==> config.mk <==
export PLATFORM = sky130hd
export DESIGN_NAME = udma_tx_responder_flat
export DESIGN_NICKNAME = d
export VERILOG_FILES = /design/src/rtl/udma_filter_pkg.sv /design/src/rtl/udma_tx_responder_if.sv /design/src/rtl/udma_resp_fifo.sv /design/src/rtl/udma_tx_responder.sv /design/src/flat_wrapper.sv
export SDC_FILE = /design/constraint.sdc
export NUM_CORES = 1
export LEC_CHECK = 0
export CORE_UTILIZATION = 30
export DETAILED_ROUTE_END_ITERATION = 16
export DONT_BUFFER_PORTS = 1
export SYNTH_ARGS = -nofsm -noshare
export SYNTH_HDL_FRONTEND = slang
export SYNTH_SLANG_ARGS = --single-unit
==> constraint.sdc <==
create_clock -name clk_i -period 4.23 [get_ports clk_i]
set_input_delay 0.846 -clock clk_i [delete_from_list [all_inputs] [get_ports clk_i]]
set_output_delay 0.846 -clock clk_i [all_outputs]
set_load 0.01 [all_outputs]
==> src/rtl/udma_filter_pkg.sv <==
// udma_filter_pkg: datasize encodings and read-data alignment shared by the uDMA responder
package udma_filter_pkg;

   typedef enum logic [1:0] {
      DSIZE_BYTE = 2'b00,
      DSIZE_HALF = 2'b01,
      DSIZE_WORD = 2'b10,
      DSIZE_RSVD = 2'b11
   } dsize_e;

   // Picks the addressed lane out of a memory word and zero-extends it; the reserved size reads as a word
   function automatic logic [31:0] align_rdata(input logic [31:0] rdata, input logic [1:0] lsb, input logic [1:0] dsize);
      return (dsize == DSIZE_BYTE) ? ((rdata >> {lsb, 3'b000}) & 32'h0000_00FF) :
             (dsize == DSIZE_HALF) ? ((rdata >> {lsb[1], 4'b0000}) & 32'h0000_FFFF) :
                                     rdata;
   endfunction

endpackage

==> src/rtl/udma_tx_responder_if.sv <==
// udma_tx_responder_if: initiator read channel plus the single-cycle memory read port
interface udma_tx_responder_if #(
   parameter int DATA_WIDTH     = 32,
   parameter int L2_AWIDTH_NOAL = 15
);
   logic                        tx_req_i;
   logic [L2_AWIDTH_NOAL-1:0]   tx_addr_i;
   logic [1:0]                  tx_datasize_i;
   logic                        tx_gnt_o;
   logic                        tx_valid_o;
   logic [DATA_WIDTH-1:0]       tx_data_o;
   logic                        tx_ready_i;
   logic                        mem_re_o;
   logic [L2_AWIDTH_NOAL-3:0]   mem_addr_o;
   logic [31:0]                 mem_rdata_i;
   logic                        busy_o;

   modport slave (
      input  tx_req_i, tx_addr_i, tx_datasize_i, tx_ready_i, mem_rdata_i,
      output tx_gnt_o, tx_valid_o, tx_data_o, mem_re_o, mem_addr_o, busy_o
   );

   modport master (
      output tx_req_i, tx_addr_i, tx_datasize_i, tx_ready_i, mem_rdata_i,
      input  tx_gnt_o, tx_valid_o, tx_data_o, mem_re_o, mem_addr_o, busy_o
   );
endinterface

==> src/rtl/udma_resp_fifo.sv <==
// udma_resp_fifo: response buffer with no bypass; reads as zero while empty
module udma_resp_fifo #(
   parameter int WIDTH = 32,
   parameter int DEPTH = 4
) (
   input  logic             clk_i,
   input  logic             resetn_i,
   input  logic             i_push,
   input  logic [WIDTH-1:0] i_wdata,
   input  logic             i_pop,
   output logic [WIDTH-1:0] o_rdata,
   output logic             o_full,
   output logic             o_empty
);
   localparam int PW = $clog2(DEPTH);

   logic [PW:0]      r_wptr;
   logic [PW:0]      r_rptr;
   logic [WIDTH-1:0] r_mem [DEPTH];
   logic             w_do_push;
   logic             w_do_pop;

   assign o_empty   = r_wptr == r_rptr;
   assign o_full    = (r_wptr[PW] != r_rptr[PW]) && (r_wptr[PW-1:0] == r_rptr[PW-1:0]);
   assign w_do_push = i_push && !o_full;
   assign w_do_pop  = i_pop && !o_empty;
   assign o_rdata   = o_empty ? '0 : r_mem[r_rptr[PW-1:0]];

   // Pointers carry a wrap bit so full and empty are distinguishable
   always_ff @(posedge clk_i or negedge resetn_i) begin
      if (!resetn_i) begin
         r_wptr <= '0;
         r_rptr <= '0;
      end else begin
         if (w_do_push) r_wptr <= r_wptr + 1'b1;
         if (w_do_pop)  r_rptr <= r_rptr + 1'b1;
      end
   end

   // Storage needs no reset: an entry is only ever read after it was written
   always_ff @(posedge clk_i) begin
      if (w_do_push) r_mem[r_wptr[PW-1:0]] <= i_wdata;
   end
endmodule

==> src/rtl/udma_tx_responder.sv <==
// udma_tx_responder: credit-limited read responder with a two-cycle grant-to-valid path
module udma_tx_responder
   import udma_filter_pkg::*;
#(
   parameter int DATA_WIDTH     = 32,
   parameter int L2_AWIDTH_NOAL = 15,
   parameter int DEPTH          = 4
) (
   input logic                 clk_i,
   input logic                 resetn_i,
   udma_tx_responder_if.slave  bus
);
   localparam int CW = $clog2(DEPTH) + 1;

   logic [CW-1:0]         r_count;
   logic                  r_pend;
   logic [1:0]            r_lsb;
   logic [1:0]            r_dsize;
   logic                  w_gnt;
   logic                  w_pop;
   logic                  w_empty;
   logic                  w_full;
   logic [DATA_WIDTH-1:0] w_wdata;
   logic [DATA_WIDTH-1:0] w_rdata;

   // Credits come from the registered count only, so a pop frees its slot one cycle later
   assign w_gnt   = resetn_i && bus.tx_req_i && (r_count < CW'(DEPTH));
   assign w_pop   = !w_empty && bus.tx_ready_i;
   assign w_wdata = align_rdata(bus.mem_rdata_i, r_lsb, r_dsize);

   assign bus.tx_gnt_o   = w_gnt;
   assign bus.mem_re_o   = w_gnt;
   assign bus.mem_addr_o = bus.tx_addr_i[L2_AWIDTH_NOAL-1:2];
   assign bus.tx_valid_o = !w_empty;
   assign bus.tx_data_o  = w_rdata;
   assign bus.busy_o     = r_count != '0;

   // Outstanding responses: reads in flight plus entries waiting in the buffer
   always_ff @(posedge clk_i or negedge resetn_i) begin
      if (!resetn_i) r_count <= '0;
      else           r_count <= (w_gnt && !w_pop) ? r_count + 1'b1 :
                                (!w_gnt && w_pop) ? r_count - 1'b1 : r_count;
   end

   // Side pipeline keeps lane select and size aligned with the memory data returning next cycle
   always_ff @(posedge clk_i or negedge resetn_i) begin
      if (!resetn_i) begin
         r_pend  <= 1'b0;
         r_lsb   <= '0;
         r_dsize <= '0;
      end else begin
         r_pend <= w_gnt;
         if (w_gnt) begin
            r_lsb   <= bus.tx_addr_i[1:0];
            r_dsize <= bus.tx_datasize_i;
         end
      end
   end

   udma_resp_fifo #(
      .WIDTH (DATA_WIDTH),
      .DEPTH (DEPTH)
   ) u_fifo (
      .clk_i    (clk_i),
      .resetn_i (resetn_i),
      .i_push   (r_pend),
      .i_wdata  (w_wdata),
      .i_pop    (w_pop),
      .o_rdata  (w_rdata),
      .o_full   (w_full),
      .o_empty  (w_empty)
   );

   logic w_unused;
   assign w_unused = w_full;
endmodule

==> src/flat_wrapper.sv <==
// flat-port wrapper written by rule: the top's interface ports become plain ports
module udma_tx_responder_flat import udma_filter_pkg::*;
#(
   parameter int DATA_WIDTH     = 32,
   parameter int L2_AWIDTH_NOAL = 15,
   parameter int DEPTH          = 4
)
  (clk_i, resetn_i, bus_tx_req_i, bus_tx_addr_i, bus_tx_datasize_i, bus_tx_ready_i, bus_mem_rdata_i, bus_tx_gnt_o, bus_tx_valid_o, bus_tx_data_o, bus_mem_re_o, bus_mem_addr_o, bus_busy_o);
  udma_tx_responder_if #(.DATA_WIDTH(DATA_WIDTH), .L2_AWIDTH_NOAL(L2_AWIDTH_NOAL)) bus_i ();
  input logic clk_i;
  input logic resetn_i;
  input wire logic [$bits(bus_i.tx_req_i)-1:0] bus_tx_req_i;
  input wire logic [$bits(bus_i.tx_addr_i)-1:0] bus_tx_addr_i;
  input wire logic [$bits(bus_i.tx_datasize_i)-1:0] bus_tx_datasize_i;
  input wire logic [$bits(bus_i.tx_ready_i)-1:0] bus_tx_ready_i;
  input wire logic [$bits(bus_i.mem_rdata_i)-1:0] bus_mem_rdata_i;
  output wire logic [$bits(bus_i.tx_gnt_o)-1:0] bus_tx_gnt_o;
  output wire logic [$bits(bus_i.tx_valid_o)-1:0] bus_tx_valid_o;
  output wire logic [$bits(bus_i.tx_data_o)-1:0] bus_tx_data_o;
  output wire logic [$bits(bus_i.mem_re_o)-1:0] bus_mem_re_o;
  output wire logic [$bits(bus_i.mem_addr_o)-1:0] bus_mem_addr_o;
  output wire logic [$bits(bus_i.busy_o)-1:0] bus_busy_o;
  assign bus_i.tx_req_i = bus_tx_req_i;
  assign bus_i.tx_addr_i = bus_tx_addr_i;
  assign bus_i.tx_datasize_i = bus_tx_datasize_i;
  assign bus_i.tx_ready_i = bus_tx_ready_i;
  assign bus_i.mem_rdata_i = bus_mem_rdata_i;
  assign bus_tx_gnt_o = bus_i.tx_gnt_o;
  assign bus_tx_valid_o = bus_i.tx_valid_o;
  assign bus_tx_data_o = bus_i.tx_data_o;
  assign bus_mem_re_o = bus_i.mem_re_o;
  assign bus_mem_addr_o = bus_i.mem_addr_o;
  assign bus_busy_o = bus_i.busy_o;
  udma_tx_responder #(.DATA_WIDTH(DATA_WIDTH), .L2_AWIDTH_NOAL(L2_AWIDTH_NOAL), .DEPTH(DEPTH)) u_core (.clk_i(clk_i), .resetn_i(resetn_i), .bus(bus_i));
endmodule
== After elaboration in Yosys (flattened, before gate mapping) ==
Memory sizes are Yosys's and may differ from the RTL's.
Index checks and enable logic that the tools add are counted.
Cells by class
  bitwise gates (word level): 0
  divide/modulo/power cells: 0
  multipliers: 0
  add/sub/neg operators: 4
  eq/ne operators: 4
  reduce and logical (&&, ||, !) cells: 15
  muxes and demuxes: 7
  $lt $le $gt $ge: 1
  shift operators: 2
Operators with widths (count)
  32-bit 2-to-1 mux: 3
  32-bit by 5-bit right shift with 16-bit output: 1
  32-bit by 5-bit right shift with 8-bit output: 1
  3-bit by 1-bit adder with 3-bit output (second input constant): 3
  1-bit logical AND: 8
  3-bit 2-to-1 mux: 2
  1-bit logical NOT: 4
  3-bit equality test: 1
  3-bit less-than comparator (second input constant): 1
  3-bit nonzero test: 1
  3-bit by 1-bit subtractor with 3-bit output (second input constant): 1
  2-bit by 1-bit equality test with 1-bit output (second input constant): 1
  2-bit equality test: 1
  2-bit logical NOT: 1
  1-bit 2-to-1 mux: 2
  2-bit nonzero test: 1
  1-bit inequality test: 1
Storage, ports and cells
  latch bits: 0
  bits in registers: 14
  word-level logic and storage cells: 40
  input bits: 53
  ROM bits: 0
  memories: 1
  bits in writable memories: 128
  output and inout port bits: 49
Memories
  u_core.u_fifo.r_mem: depth 4, width 32, read ports 1, clocked after Yosys merged registers in 0, wr ports 1, line udma_resp_fifo.sv:19  | logic [WIDTH-1:0] r_mem [DEPTH];

== Longest topological paths before layout ==
Gate-level depths: netlist of the first run.
  depth in word-level cells: 6
  mapped depth: 9
  depth with buffers taken out: 8

== Hierarchy ==
A second synthesis of the first run with hierarchy kept.
Unflattened totals
  cell total of the unflattened synthesis: 388
  area total of the unflattened synthesis: 6582.6 um^2
Modules (own cells, without submodules)
  udma_resp_fifo: sequential area each 3993.8 um^2, instances 1, cells each 248, area an instance 5368.9 um^2
  udma_tx_responder: sequential area each 200.2 um^2, instances 1, cells each 140, area an instance 1213.7 um^2

== Least setup slack after synthesis of the first run ==
Ideal clock, no wire load.
  kind: reg2reg
  from: reg u_core.u_fifo.r_rptr[0]
  to: mem u_core.u_fifo.r_mem[3][0], enable pin
  cell stages (with the launch flop): 5
  buffers on the path: 1
  path slack: 1.255 ns
  library setup time: 0.432 ns
  clock period less this slack: 2.975 ns
  data required time: 3.798 ns
  arrival time: 2.543 ns
  cell sequence: dfrtp_1 -> buf_4 -> xor2_2 -> nor2_1 -> a21oi_1
On the way
  cells in the longest elaborated chain, start to end: 6
RTL lines
  start: declaration: line udma_resp_fifo.sv:18  | logic [PW:0] r_rptr;
  start signal: assignment: line udma_resp_fifo.sv:36  | if (w_do_pop) r_rptr <= r_rptr + 1'b1;
  2-bit equality test: line udma_resp_fifo.sv:24  | assign o_full = (r_wptr[PW] != r_rptr[PW]) && (r_wptr[PW-1:0] == r_rptr[PW-1:0]);
  1-bit logical AND: line udma_resp_fifo.sv:24
  1-bit logical NOT: line udma_resp_fifo.sv:25  | assign w_do_push = i_push && !o_full;
  1-bit logical AND: line udma_resp_fifo.sv:25
  1-bit 2-to-1 mux: line udma_resp_fifo.sv:42  | if (w_do_push) r_mem[r_wptr[PW-1:0]] <= i_wdata;
  1-bit 2-to-1 mux (not written as such): line udma_resp_fifo.sv:42
  end: declaration: line udma_resp_fifo.sv:19
Every way passes these cells.

== Worst setup path in the final report of the first run ==
  from: reg u_core.u_fifo.r_rptr[0]
  to: out bus_tx_data_o[14]
On the way
  cells in the longest elaborated chain, start to end: 2
  elaborated cells on any way between the ends: 3
  those cells by class: eq/ne: 1; mux: 1; memory: 1
RTL lines
  memory 4 x 32 bit / 3-bit equality test (equally long branches)
  32-bit 2-to-1 mux *: line udma_resp_fifo.sv:27  | assign o_rdata = o_empty ? '0 : r_mem[r_rptr[PW-1:0]];
  end: declaration: line flat_wrapper.sv:19  | output wire logic [$bits(bus_i.tx_data_o)-1:0] bus_tx_data_o;
Mark *: on every way between the ends. The rest lies on a longest branch, timed or not.

==> out/metrics.yaml, run 1 <==
worst_setup_path:
  crit_fanout: 18
  r2r_start: "u_core.u_fifo.r_rptr[0]$_DFFE_PN0P_"
  start_kind: "register"
  cp.required_ps: 3380
  crit_arrival_ps: 2440
  crit_start: "u_core.u_fifo.r_rptr[0]$_DFFE_PN0P_"
  critPathKind: "reg -> out"
  endpoint_kind: "output pin"
timing:
  hold_violations: 0
  slew_violations: 0
  final.min_clock_period_ps: 3290
  fin_skew_ps: 5.67
  setup_viol: 0
  period_share_pct: 77.7
  tns_ps: 0
  tightest_slew_ps: 744
  fmax_mhz: 304
  slew_headroom_pct: 50.3
  rsz0062_at_grt: "false"
cts:
  cts_buffer_depth: 2
  cts-resized-gates: 0
  cts_tree: "done"
  cts_root_buf: "clkbuf_16"
  clkLatencyLatePin_ps: 410
  cts_sinks: 142
  clk_pin_slew_worst_paths_ps: 60
  cts_max_level: 4
  numCtsBuffers: 17
  postCtsSetupRepairBufs: 0
  hold_buffers: 0
power:
  share_comb_of_total_power_pct: 34.6
  peakVddDrop_v: 0.000361
  switching_share_pct: 35.7
  clkPwrFrac_pct: 25.0
  seqPwrFrac_pct: 40.5
  p_leak_nw: 2.34
  intPower_w: 0.00337
  power.density_nw_per_um2: 741
  power_switching_w: 0.00187
  power_w: 0.00524
cells_and_area:
  area_growth_pct: 11.8
  fillerInstances: 1959
  final_nets: 417
  final_common_cell: "edfxtp_1"
  multi_input_area_sq_um: 1910
  n_antenna_cell: 0
  register_area_sq_um: 4200
  drive_gt1_share_pct: 25.7
  layout_common_cells: "128 x edfxtp_1, 40 x mux4_2, 32 x nor2b_1, 26 x nand2_1, 17 x clkbuf_16"
  fin_area_sq_um: 7060
die:
  die_area_sq_um: 21600
  die_y_um: 147
  ios: 102
  start_util_pct: 30.9
  rows: 52
  die_w_um: 147
  core_sq_um: 20400
synthesis:
  syn_nets: 423
  ys.flop_type: "edfxtp_1"
  yosysUniqueCellTypes: 30
  synth-seq-cells: 142
  synth-async-reset-ratio_pct: 9.86
  seq_area_frac_synth_pct: 66.4
  synth_area_sq_um: 6320
  syn-mean-instance-area_sq_um: 17.4
  synth_edf_count: 128
  synthCells: 363
  yosys_warnings: 0
min_path:
  worstHoldPathType: "in -> async"
placed_design:
  place_area_sq_um: 6540
  portBuffers: 0
  dpl.hpwl_um: 9350
  gp_congestion: 0.684
global_route:
  grt_pass1_wl_um: 21300
  overflow: 0
  grt_max_degree: 35
  grt_usage_pct: 13.9
  antenna_found_initial: 2
  grt_pass1_vias: 3279
status:
  status: "completed"
detailed_routing:
  wire_per_inst_um: 22.0
  vias: 3098
  wl_um: 14100
  dr.pass1.iters: 6
  via_per_inst: 4.84
  ant_nets: 0
  drc: 0
  drt_iter0_drc: 178
run:
  drv_cap: 0
-- synthesized netlist by cell type, drive strengths merged, types with 5 or more instances --
cell / instances / area share (%)
nor2b: 32 / 3.2
nand2: 26 / 1.5
dfrtp: 14 / 5.5
ha: 6 / 1.2
mux2: 7 / 1.2
o21ai: 8 / 0.63
clkbuf: 8 / 0.48
xnor2: 5 / 0.69
edfxtp: 128 / 61
buf: 26 / 2.9
inv: 8 / 0.48
a21oi: 9 / 0.71
and2: 16 / 1.6
mux4: 40 / 14
nor2: 6 / 0.36
mux2i: 8 / 1.3
xor2: 5 / 1.1
-- power groups by stage --
stage | clock (W) | combinational, W | sequential [W]
floorplan | 0 | 0.00154 | 0.00199
global placement | 0 | 0.00181 | 0.00215
detailed placement | 0 | 0.00186 | 0.00216
CTS | 0.00134 | 0.00187 | 0.00213
global route | 0.00141 | 0.00198 | 0.00216
finish | 0.00131 | 0.00181 | 0.00212
-- final cells by class --
type	count	share of cell area, %
clock buffer	18	6.08
clock inverter	14	1.38
inverter	8	0.425
multi-input combinational	179	27.0
sequential	142	59.4
tap	270	4.78
timing repair buffer	9	0.956
-- state kept, by name (all words and copies together), names as in the netlist --
register	count
u_core.u_fifo.r_mem	128
u_core.r_count	3
u_core.u_fifo.r_rptr	3
u_core.u_fifo.r_wptr	3
u_core.r_dsize	2
u_core.r_lsb	2
u_core.r_pend	1
-- cell families (layout without fill, tap and decap cells) --
group,after synthesis,in the layout,share of synthesized area [%]
xor gates and xnor gates,10,10,1.80
AOI/OAI and AO/OA,21,21,2.30
buffers and inverters,42,49,3.82
DFF,142,142,66.4
and+or+nand+nor,86,86,7.41
adders and majority gates,7,7,1.51
muxes,55,55,16.8
-- worst paths after layout --
path                                                        end  slack, ps  depth (start not counted)
max                                           bus_tx_data_o[14]        940                          3
min                         u_core.u_fifo.r_rptr[2]$_DFFE_PN0P_        130                          0
max reg2reg                u_core.u_fifo.r_mem[2][22]$_DFFE_PP_       1410                          4
min reg2reg                       u_core.r_count[2]$_DFFE_PN0P_        490                          1
max in group asynchronous   u_core.u_fifo.r_rptr[0]$_DFFE_PN0P_       4020                          0
min in group clk_i                u_core.r_count[2]$_DFFE_PN0P_        490                          1
-- critical path, stage by stage, from the launching register on --
cell and delay [ps]:
dfrtp_2 760, buf_4 500, mux4_2 580, nor2b_1 180
-- through the flow --
stage	hold slack (ps)	worst slack [ps]	util [%]	std cells
2_1_floorplan	448	1250	-	363
3_3_place_gp	471	1300	32.0	608
3_5_place_dp	481	1290	32.0	608
4_1_cts	103	841	34.6	640
5_1_grt	95.3	708	34.6	640
6_report	128	943	34.6	640
-- layer usage --
metal | share of wire, % | GRT usage [%] | vias up
li1 | - | - | 1353
met1 | 44 | 18.1 | 1622
met2 | 48 | 21.7 | 107
met3 | 7.2 | 4.97 | 16
met4 | 1.2 | 4.18 | 0
met5 | 0 | 0 | -
No activity file was read; power rests on OpenSTA's default activity.
==> run 2: changes to the inputs <==
- clock period: 4.23 -> 3.4 ns (I/O delays scaled with it)
==> run 2 against run 1 <==
  * Non-clock buffer count up 4
  * Final cell count up 0.63%
  * Via count up 2.5%
  * First-iteration DRC count up 37%
  * Flip-flop and latch count unchanged
  * Final area up 1.3%
  * Critical path depth up 1
  * Sequential share of layout area down 0.76 points
  * Clock power up 36%
  * Critical endpoint is now bus_tx_data_o[15]
  * Largest power group unchanged
==> out/metrics.yaml, run 2 (same netlist as run 1, synthesis figures left out) <==
die:
  start_util_pct: 30.9
  ios: 102
  die_y_um: 147
  die_area_sq_um: 21600
  rows: 52
  core_sq_um: 20400
  die_w_um: 147
cells_and_area:
  fin_area_sq_um: 7160
  final_nets: 421
  final_common_cell: "edfxtp_1"
  drive_gt1_share_pct: 27.0
  layout_common_cells: "128 x edfxtp_1, 40 x mux4_2, 32 x nor2b_1, 26 x nand2_1, 17 x clkbuf_16"
  fillerInstances: 1963
  largest_reg_flops: 128
  area_growth_pct: 13.3
  n_antenna_cell: 0
status:
  status: "completed"
power:
  power.density_nw_per_um2: 942
  power_w: 0.00674
  peakVddDrop_v: 0.000496
  p_leak_nw: 2.40
placed_design:
  dpl.hpwl_um: 8920
  place_area_sq_um: 6570
  gp_congestion: 0.788
  portBuffers: 0
worst_setup_path:
  start_kind: "register"
  worst-path-buf-inv: 1
  r2r_start: "u_core.u_fifo.r_rptr[0]$_DFFE_PN0P_"
  cp.required_ps: 2720
  cpMaxStageDelayCell: "dfrtp_2"
  worstPathCellList: "xor2_2 > nor3_4 > buf_4 > nor2b_1"
  crit_fanout: 33
  critPathKind: "reg -> out"
  reg2reg_to: "u_core.r_count[2]$_DFFE_PN0P_"
  cpLargestDelayFamily: "flip-flops"
  crit_arrival_ps: 2150
  endpoint_kind: "output pin"
  reg2reg_slack_ps: 930
  slowest_delay_ps: 620
  crit_start: "u_core.u_fifo.r_rptr[0]$_DFFE_PN0P_"
  r2r_cells: 8
global_route:
  grt_max_degree: 35
  overflow: 0
  antenna_found_initial: 0
  grt_usage_pct: 13.6
  grt_pass1_vias: 3445
  grt_pass1_wl_um: 20900
min_path:
  hold-path-endpoint: "u_core.r_dsize[1]$_DFFE_PN0P_"
  worstHoldPathType: "in -> reg"
  worstHoldPathCells: 1
  min_from: "bus_tx_datasize_i[1]"
cts:
  cts_sinks: 142
  clk_pin_slew_worst_paths_ps: 60
  cts_root_buf: "clkbuf_16"
  cts_tree: "done"
  cts_buffer_depth: 2
  cts_max_level: 4
  numCtsBuffers: 17
  clkLatencyLatePin_ps: 420
  postCtsSetupRepairBufs: 0
timing:
  period_share_pct: 83.2
  fmax_mhz: 354
  tns_ps: 0
  slew_violations: 0
  final.min_clock_period_ps: 2830
  hold_violations: 0
  tightest_slew_ps: 805
  slew_headroom_pct: 46.3
  rsz0062_at_grt: "false"
  setup_viol: 0
  fin_skew_ps: 9.06
run:
  drv_cap: 0
detailed_routing:
  via_per_inst: 4.93
  wire_per_inst_um: 21.6
  dr.pass1.iters: 4
  ant_nets: 0
  drt_iter0_drc: 243
  wl_um: 13900
  drc: 0
  vias: 3174
-- run 2: cell types whose count changed in the layout (fill, tap and decap cells not counted), moves of 2 or more --
| cell | previous run | this run |
|---|---|---|
| inv_6 | 1 | 8 |
| clkinvlp_4 | 6 | 3 |
| buf_4 | 9 | 11 |
| clkinv_1 | 2 | 0 |
| clkinv_4 | 3 | 1 |
-- run 2: power by group --
group | leakage, nW | switching (W) | internal (W)
logic | 0.785 | 0.00145 | 0.000955
registers | 1.34 | 0.000206 | 0.00235
clock network | 0.274 | 0.000753 | 0.00103
-- run 2: metrics by stage --
stage / hold slack (ps) / setup WS [ps] / instances / util [%]
2_1_floorplan: 384 / 425 / 363 / -
3_3_place_gp: 385 / 993 / 611 / 32.2
3_5_place_dp: 385 / 964 / 611 / 32.2
4_1_cts: 383 / 499 / 644 / 35.0
5_1_grt: 387 / 376 / 644 / 35.0
6_report: 404 / 571 / 644 / 35.0
-- run 2: layer usage --
metal / vias up / GRT usage, % / routed length (um)
li1: 1367 / - / -
met1: 1653 / 16.5 / 5770
met2: 133 / 21.5 / 6770
met3: 21 / 4.94 / 1070
met4: 0 / 6.60 / 317
met5: - / 0 / 0
-- run 2: repair_timing --
action                                 4_1_cts  5_1_grt
hold buffers                                 1        0
setup endpoints to repair                    0        0
gates resized for setup                      0        0
endpoints found under the hold margin       14        0
-- run 2: how the worst max path moves through the flow --
| stage | slack, ps | to | depth (start not counted) |
|---|---|---|---|
| global route | 380 | bus_tx_data_o[2] | 4 |
| global placement | 990 | bus_tx_data_o[9] | 3 |
| detailed placement | 960 | u_core.r_count[2]$_DFFE_PN0P_ | 8 |
| CTS | 500 | bus_tx_data_o[23] | 4 |
| floorplan | 420 | u_core.u_fifo.r_mem[3][0]$_DFFE_PP_ | 4 |
| finish | 570 | bus_tx_data_o[15] | 4 |
-- run 2: worst register-to-register path, stage by stage, from the launching register on --
cell and delay (ps):
dfrtp_2 620, xor2_2 250, o31ai_4 350, ha_1 260
inv_1 70, fa_1 400, xor2_1 160, nor2_1 110
xor2_1 170
-- run 2: cell type report --
| type | instances | area, sq um | share of cell area, % |
|---|---|---|---|
| clock buffer | 17 | 425 | 5.95 |
| timing repair buffer | 13 | 113 | 1.57 |
| multi-input combinational | 179 | 1910 | 26.6 |
| inverter | 8 | 30.0 | 0.420 |
| tap | 270 | 338 | 4.72 |
| sequential | 142 | 4200 | 58.6 |
| clock inverter | 15 | 148 | 2.06 |
